[src/rtl/pe_au_pkg.sv]
// Shared opcode encoding and default datapath widths for the PE arithmetic unit.
package pe_au_pkg;

    localparam int DEF_A_W   = 27;
    localparam int DEF_B_W   = 18;
    localparam int DEF_P_W   = 48;
    localparam int DEF_SHIFT = 17;

    typedef enum logic [2:0] {
        OP_MUL            = 3'd0,
        OP_MUL_ADD_C      = 3'd1,
        OP_MUL_ADD_PCIN   = 3'd2,
        OP_MUL_ACC        = 3'd3,
        OP_MUL_ACC_SHIFT  = 3'd4,
        OP_PCIN_SHIFT_ADD = 3'd5,
        OP_CLEAR          = 3'd6,
        OP_RESERVED       = 3'd7
    } op_e;

endpackage

[src/rtl/pe_delay_line.sv]
// Clock-enabled shift register of configurable depth; depth 0 degenerates to a wire.
module pe_delay_line #(
    parameter int DEPTH = 1,
    parameter int WIDTH = 8
) (
    input  logic             clock_i,
    input  logic             reset_n_i,
    input  logic             ce_i,
    input  logic [WIDTH-1:0] d_i,
    output logic [WIDTH-1:0] q_o
);

    if (DEPTH == 0) begin : g_wire
        logic unused_ctrl;
        assign unused_ctrl = ^{clock_i, reset_n_i, ce_i};
        assign q_o = d_i;
    end else begin : g_regs
        logic [WIDTH-1:0] stage_q [DEPTH];

        always_ff @(posedge clock_i or negedge reset_n_i) begin
            if (!reset_n_i) begin
                for (int i = 0; i < DEPTH; i++) stage_q[i] <= '0;
            end else if (ce_i) begin
                stage_q[0] <= d_i;
                for (int i = 1; i < DEPTH; i++) stage_q[i] <= stage_q[i-1];
            end
        end

        assign q_o = stage_q[DEPTH-1];
    end

endmodule

[src/rtl/pe_au_pipe.sv]
// Pipelined signed multiply/accumulate PE with per-operation opcode, valid tag,
// clock enable and a shifted cascade path for chaining column accumulators.
module pe_au_pipe
    import pe_au_pkg::*;
#(
    parameter int A_W   = DEF_A_W,
    parameter int B_W   = DEF_B_W,
    parameter int P_W   = DEF_P_W,
    parameter int SHIFT = DEF_SHIFT,
    parameter int ABREG = 1,
    parameter int MREG  = 1
) (
    input  logic           clock_i,
    input  logic           reset_n_i,
    input  logic           ce_i,
    input  logic           valid_i,
    input  logic [2:0]     op_i,
    input  logic [A_W-1:0] a_i,
    input  logic [B_W-1:0] b_i,
    input  logic [P_W-1:0] c_i,
    input  logic [P_W-1:0] pcin_i,
    output logic [P_W-1:0] p_o,
    output logic [P_W-1:0] pcout_o,
    output logic           valid_o
);

    if (P_W < A_W + B_W || SHIFT < 1 || SHIFT > P_W - 1 ||
        ABREG < 0 || ABREG > 2 || MREG < 0 || MREG > 1) begin : g_param_check
        $fatal(1, "pe_au_pipe: parameter combination out of range");
    end

    localparam int DLY = ABREG + MREG;

    logic [A_W-1:0]        a_d;
    logic [B_W-1:0]        b_d;
    logic signed [P_W-1:0] a_ext;
    logic signed [P_W-1:0] b_ext;
    logic signed [P_W-1:0] m_comb;
    logic signed [P_W-1:0] m_d;
    logic signed [P_W-1:0] c_d;
    logic signed [P_W-1:0] pcin_s;
    logic [3:0]            tag_d;
    logic                  tag_valid;
    op_e                   tag_op;
    logic signed [P_W-1:0] p_q;
    logic signed [P_W-1:0] p_next;
    logic                  valid_q;

    pe_delay_line #(.DEPTH(ABREG), .WIDTH(A_W)) u_a_dly (
        .clock_i(clock_i), .reset_n_i(reset_n_i), .ce_i(ce_i), .d_i(a_i), .q_o(a_d)
    );

    pe_delay_line #(.DEPTH(ABREG), .WIDTH(B_W)) u_b_dly (
        .clock_i(clock_i), .reset_n_i(reset_n_i), .ce_i(ce_i), .d_i(b_i), .q_o(b_d)
    );

    // Operands are sign-extended first so the P_W-wide product is exact.
    assign a_ext  = P_W'($signed(a_d));
    assign b_ext  = P_W'($signed(b_d));
    assign m_comb = a_ext * b_ext;

    pe_delay_line #(.DEPTH(MREG), .WIDTH(P_W)) u_m_dly (
        .clock_i(clock_i), .reset_n_i(reset_n_i), .ce_i(ce_i), .d_i(m_comb), .q_o(m_d)
    );

    pe_delay_line #(.DEPTH(DLY), .WIDTH(P_W)) u_c_dly (
        .clock_i(clock_i), .reset_n_i(reset_n_i), .ce_i(ce_i), .d_i(c_i), .q_o(c_d)
    );

    pe_delay_line #(.DEPTH(DLY), .WIDTH(4)) u_tag_dly (
        .clock_i(clock_i), .reset_n_i(reset_n_i), .ce_i(ce_i),
        .d_i({valid_i, op_i}), .q_o(tag_d)
    );

    assign tag_valid = tag_d[3];
    assign tag_op    = op_e'(tag_d[2:0]);
    assign pcin_s    = $signed(pcin_i);

    // Feedback comes from the P register itself, so MUL_ACC can issue every cycle.
    always_comb begin
        p_next = m_d;
        case (tag_op)
            OP_MUL_ADD_C:      p_next = m_d + c_d;
            OP_MUL_ADD_PCIN:   p_next = m_d + pcin_s;
            OP_MUL_ACC:        p_next = p_q + m_d;
            OP_MUL_ACC_SHIFT:  p_next = (p_q >>> SHIFT) + m_d;
            OP_PCIN_SHIFT_ADD: p_next = (pcin_s >>> SHIFT) + m_d;
            OP_CLEAR:          p_next = '0;
            default:           p_next = m_d;
        endcase
    end

    always_ff @(posedge clock_i or negedge reset_n_i) begin
        if (!reset_n_i) begin
            p_q     <= '0;
            valid_q <= 1'b0;
        end else if (ce_i) begin
            valid_q <= tag_valid;
            if (tag_valid) p_q <= p_next;
        end
    end

    assign p_o     = p_q;
    assign pcout_o = p_q;
    assign valid_o = valid_q;

endmodule

[config.mk]
export PLATFORM = sky130hd
export DESIGN_NAME = pe_au_pipe
export DESIGN_NICKNAME = d
export VERILOG_FILES = /design/src/rtl/pe_au_pkg.sv /design/src/rtl/pe_delay_line.sv /design/src/rtl/pe_au_pipe.sv
export SDC_FILE = /design/constraint.sdc
export NUM_CORES = 2
export LEC_CHECK = 0
export BUFFER_PORTS_ARGS = -buffer_cell sky130_fd_sc_hd__buf_2
export CORE_ASPECT_RATIO = 0.7
export CORE_MARGIN = 2
export CORE_UTILIZATION = 36
export CTS_BUF_LIST = sky130_fd_sc_hd__clkbuf_8
export DETAILED_ROUTE_END_ITERATION = 10
export SLEW_MARGIN = 20
export SYNTH_ARGS = -nofsm -noshare
export SYNTH_HDL_FRONTEND = slang
export SYNTH_HIERARCHICAL = 1
export SYNTH_SLANG_ARGS = --single-unit
export TNS_END_PERCENT = 50
[constraint.sdc]
create_clock -name clock_i -period 9.2 [get_ports clock_i]
set_input_delay 1.38 -clock clock_i [delete_from_list [all_inputs] [get_ports clock_i]]
set_output_delay 1.38 -clock clock_i [all_outputs]
set_load 0.01 [all_outputs]
==> flow_summary_export.csv <==
group,metric,value,unit
run_status,status,"complete, no violations",
clock_tree,cts-root-buf,"clkbuf_8",
global_route,use_met3,0.0297,
detailed_routing,drc_errors,0,
logic_synthesis,postSynthRegisterBits,246,
hold_path,min_path_type,"flip-flop to flip-flop",
logic_synthesis,yosysUniqueCellTypes,74,
setup_path,cpMostUsedCell,"fa_1",
clock_tree,cts_buffer_depth,3,
sta,max_freq,133,MHz
floorplan,coreArea,86500,um2
placement,gp_congestion,0.897,
setup_path,crit_start,"u_b_dly/q_o[4]$_DFFE_PN0P_",
floorplan,die_w,358,um
cells_and_area,fillers,8681,
cells_and_area,syn2layout_area_growth,7.00,%
setup_path,worst-endpoint-required,9.73,ns
logic_synthesis,ys_seq_area_frac,0.195,
setup_path,slowest_delay,1.06,ns
logic_synthesis,synthCells,3261,
setup_path,critPathKind,"flip-flop to flip-flop",
floorplan,rows,90,
clock_tree,clk_latency,0.67,ns
global_route,top_usage_layer,"met2",
floorplan,start_util,0.365,
global_route,antenna_found_initial,0,
setup_path,cp-end-kind,"flip-flop",
cells_and_area,antenna_cells,0,
sta,hold_violations,0,
logic_synthesis,synth_nets,4041,
placement,portBuffers,244,
detailed_routing,viasPerCell,5.05,
setup_path,path_max_fanout,28,
global_route,first_global_vias,23800,
logic_synthesis,ys.warnings.count,6,
global_route,grt_use_total,0.191,
sta,clock-skew-final,0.0359,ns
clock_tree,htree_levels,2,
floorplan,die_h,252,um
floorplan,die-area,90000,um2
setup_path,r2r_cells,21,
setup_path,critical-path-top-delay-family,"adder cells",
logic_synthesis,avgSynthCellArea,9.67,um2
setup_path,startpoint_type,"flip-flop",
sta,setup_viol,0,
clock_tree,cts_hold_buf,0,
clock_tree,cts_sinks,246,
floorplan,boundaryPins,245,
sta,maxSlewHeadroom,0.267,
setup_path,endpoint,"u_m_dly/q_o[45]$_DFFE_PN0P_",
setup_path,worst_ep_arrival_time,8.05,ns
clock_tree,tritoncts,"done",
flow_run,drv_cap,0,
logic_synthesis,synth_largest_area_cell,"fa_1",
global_route,grt_max_degree,113,
clock_tree,cts_setup_buffers,0,
hold_path,holdPathStages,1,
sta,tns,0,ns
cells_and_area,drive_gt1_frac,0.164,
logic_synthesis,netlist_area,31500,um2
sta,rsz0062_at_grt,"no",
sta,tightestPinTransition,1.09,ns
placement,post-dp-hpwl,64600,um
global_route,grt_remaining_overflow,0,
setup_path,cp.depth,21,
global_route,grt_util_met2,0.308,
setup_path,cp_slowest_cell,"dfrtp_1",
logic_synthesis,synth_top_cell_area_share,0.301,
global_route,met1_usage,0.272,
detailed_routing,first_iter_violations,1601,
detailed_routing,detail_route.wl_per_cell,18.5,um
clock_tree,cts-buffers-inserted,44,
clock_tree,clk_pin_slew,0.06,ns
cells_and_area,layout.nets,4091,
detailed_routing,totalWireLength,82900,um
logic_synthesis,synth_edf_count,0,
detailed_routing,dr.pass1.iters,5,
sta,min_period,7.52,ns
global_route,grt_pass1_wl,135000,um
setup_path,reg2reg_to,"u_m_dly/q_o[45]$_DFFE_PN0P_",
setup_path,reg2reg_from,"u_b_dly/q_o[4]$_DFFE_PN0P_",
logic_synthesis,synth_area_leaders,"fa_1 (30%), dfrtp_1 (20%), inv_1 (6.6%)",
detailed_routing,ant_nets,0,
clock_tree,cts_resized,0,
logic_synthesis,synthFlopType,"dfrtp_1",
sta,period_share,0.817,
setup_path,reg2reg_slack,1.68,ns
logic_synthesis,synthArstFlopShare,1.00,
detailed_routing,vias,22700,
sta,maxSlewViolCount,0,
setup_path,cp_cell_sequence,"nand2_1, fa_1, fa_1, fa_1, fa_1, inv_1, fa_1, inv_1, fa_1, inv_1, ha_1, a21oi_1, o21ai_0, a221oi_1, a21oi_1, nor4_1, nor2_1, a311o_1, a21oi_1, xnor2_1, mux2_2",
setup_path,critPathBufInv,3,
[cell usage in the layout (no fill, tap or decap), types with 4 or more instances in the layout]
cell and instances:
inv_1 573, fa_1 474, nand2_1 330, dfrtp_1 245, buf_2 242, and2_1 191, nor2_1 191, ha_1 158
a21oi_1 101, mux2_2 99, mux2_4 98, xnor2_1 64, o21ai_0 62, a22oi_1 61, clkbuf_8 50, a221oi_1 48
a21o_1 43, a31oi_1 38, nand3_1 25, xor2_1 24, buf_4 24, nand2b_1 20, o22ai_1 14, o21bai_1 12
and3_1 11, nand4_1 11, o21a_1 10, o211ai_1 10, nor3_1 10, nor2b_1 9, or3_1 7, a211oi_1 6
nand3b_1 5, a2111oi_0 4, o31a_1 4
[how the worst min path moves through the flow]
stage / from / endpoint
4_1_cts: u_c_dly/g_regs.stage_q[71]$_DFFE_PN0P_ / u_c_dly/q_o[23]$_DFFE_PN0P_
3_3_place_gp: u_c_dly/g_regs.stage_q[65]$_DFFE_PN0P_ / u_c_dly/q_o[17]$_DFFE_PN0P_
2_1_floorplan: u_c_dly/g_regs.stage_q[48]$_DFFE_PN0P_ / u_c_dly/g_regs.stage_q[48]$_DFFE_PN0P_
3_5_place_dp: u_c_dly/g_regs.stage_q[67]$_DFFE_PN0P_ / u_c_dly/q_o[19]$_DFFE_PN0P_
6_report: u_c_dly/g_regs.stage_q[71]$_DFFE_PN0P_ / u_c_dly/q_o[23]$_DFFE_PN0P_
5_1_grt: u_c_dly/g_regs.stage_q[71]$_DFFE_PN0P_ / u_c_dly/q_o[23]$_DFFE_PN0P_
[registers in the layout, indices dropped and copies added, names as in the netlist]
register,flops
u_b_dly/q_o,18
u_c_dly/q_o,48
u_c_dly/g_regs.stage_q,48
u_m_dly/q_o,48
u_tag_dly/q_o,4
u_tag_dly/g_regs.stage_q,4
u_a_dly/q_o,27
valid_o,1
p_o,48
[stage by stage]
step | hold WS (ns) | utilization | cell area [um2] | instances | setup WS [ns]
6_report | 0.477 | 0.390 | 33700 | 4490 | 1.68
5_1_grt | 0.508 | 0.390 | 33700 | 4490 | 1.17
4_1_cts | 0.469 | 0.390 | 33700 | 4490 | 1.70
3_5_place_dp | 0.490 | 0.380 | 32900 | 4415 | 1.72
3_3_place_gp | 0.483 | 0.380 | 32900 | 4415 | 1.80
2_1_floorplan | 0.475 | - | 31500 | 3261 | 2.69
[synth_stat cells, drive strengths merged, types with 50 or more instances]
| library cell | instances |
|---|---|
| dfrtp | 246 |
| fa | 474 |
| nor2 | 196 |
| inv | 557 |
| mux2 | 197 |
| o21ai | 64 |
| a221oi | 50 |
| xnor2 | 64 |
| clkbuf | 133 |
| ha | 158 |
| buf | 131 |
| a22oi | 61 |
| a21oi | 102 |
| and2 | 192 |
| nand2 | 332 |
[routing by layer]
metal  share of wire  routed length, um
met3           0.055               4530
met4           0.018               1460
met2            0.47              38800
met1            0.46              38100
met5               0                  0
[kinds of logic after synthesis]
kind of cell | Yosys count | synth area share
adders and majority gates | 632 | 0.364
DFF | 246 | 0.195
buffers and inverters | 821 | 0.116
and+or+nand+nor | 834 | 0.124
AOI/OAI and AO/OA | 443 | 0.0952
xor gates and xnor gates | 88 | 0.0244
muxes | 197 | 0.0820
[area by class of cell]
| cell class | instances | area, um2 | share of cell area |
|---|---|---|---|
| Clock buffer | 50 | 688 | 0.0204 |
| Clock inverter | 25 | 179 | 0.00530 |
| Inverter | 557 | 2090 | 0.0620 |
| Multi-Input combinational cell | 2194 | 21800 | 0.645 |
| Sequential cell | 246 | 6160 | 0.182 |
| Tap cell | 1150 | 1440 | 0.0426 |
| Timing Repair Buffer | 268 | 1420 | 0.0421 |
Power is left out: the tool's default activity adds up to more than one toggle a clock period on the data nets, which glitch-free logic cannot reach.
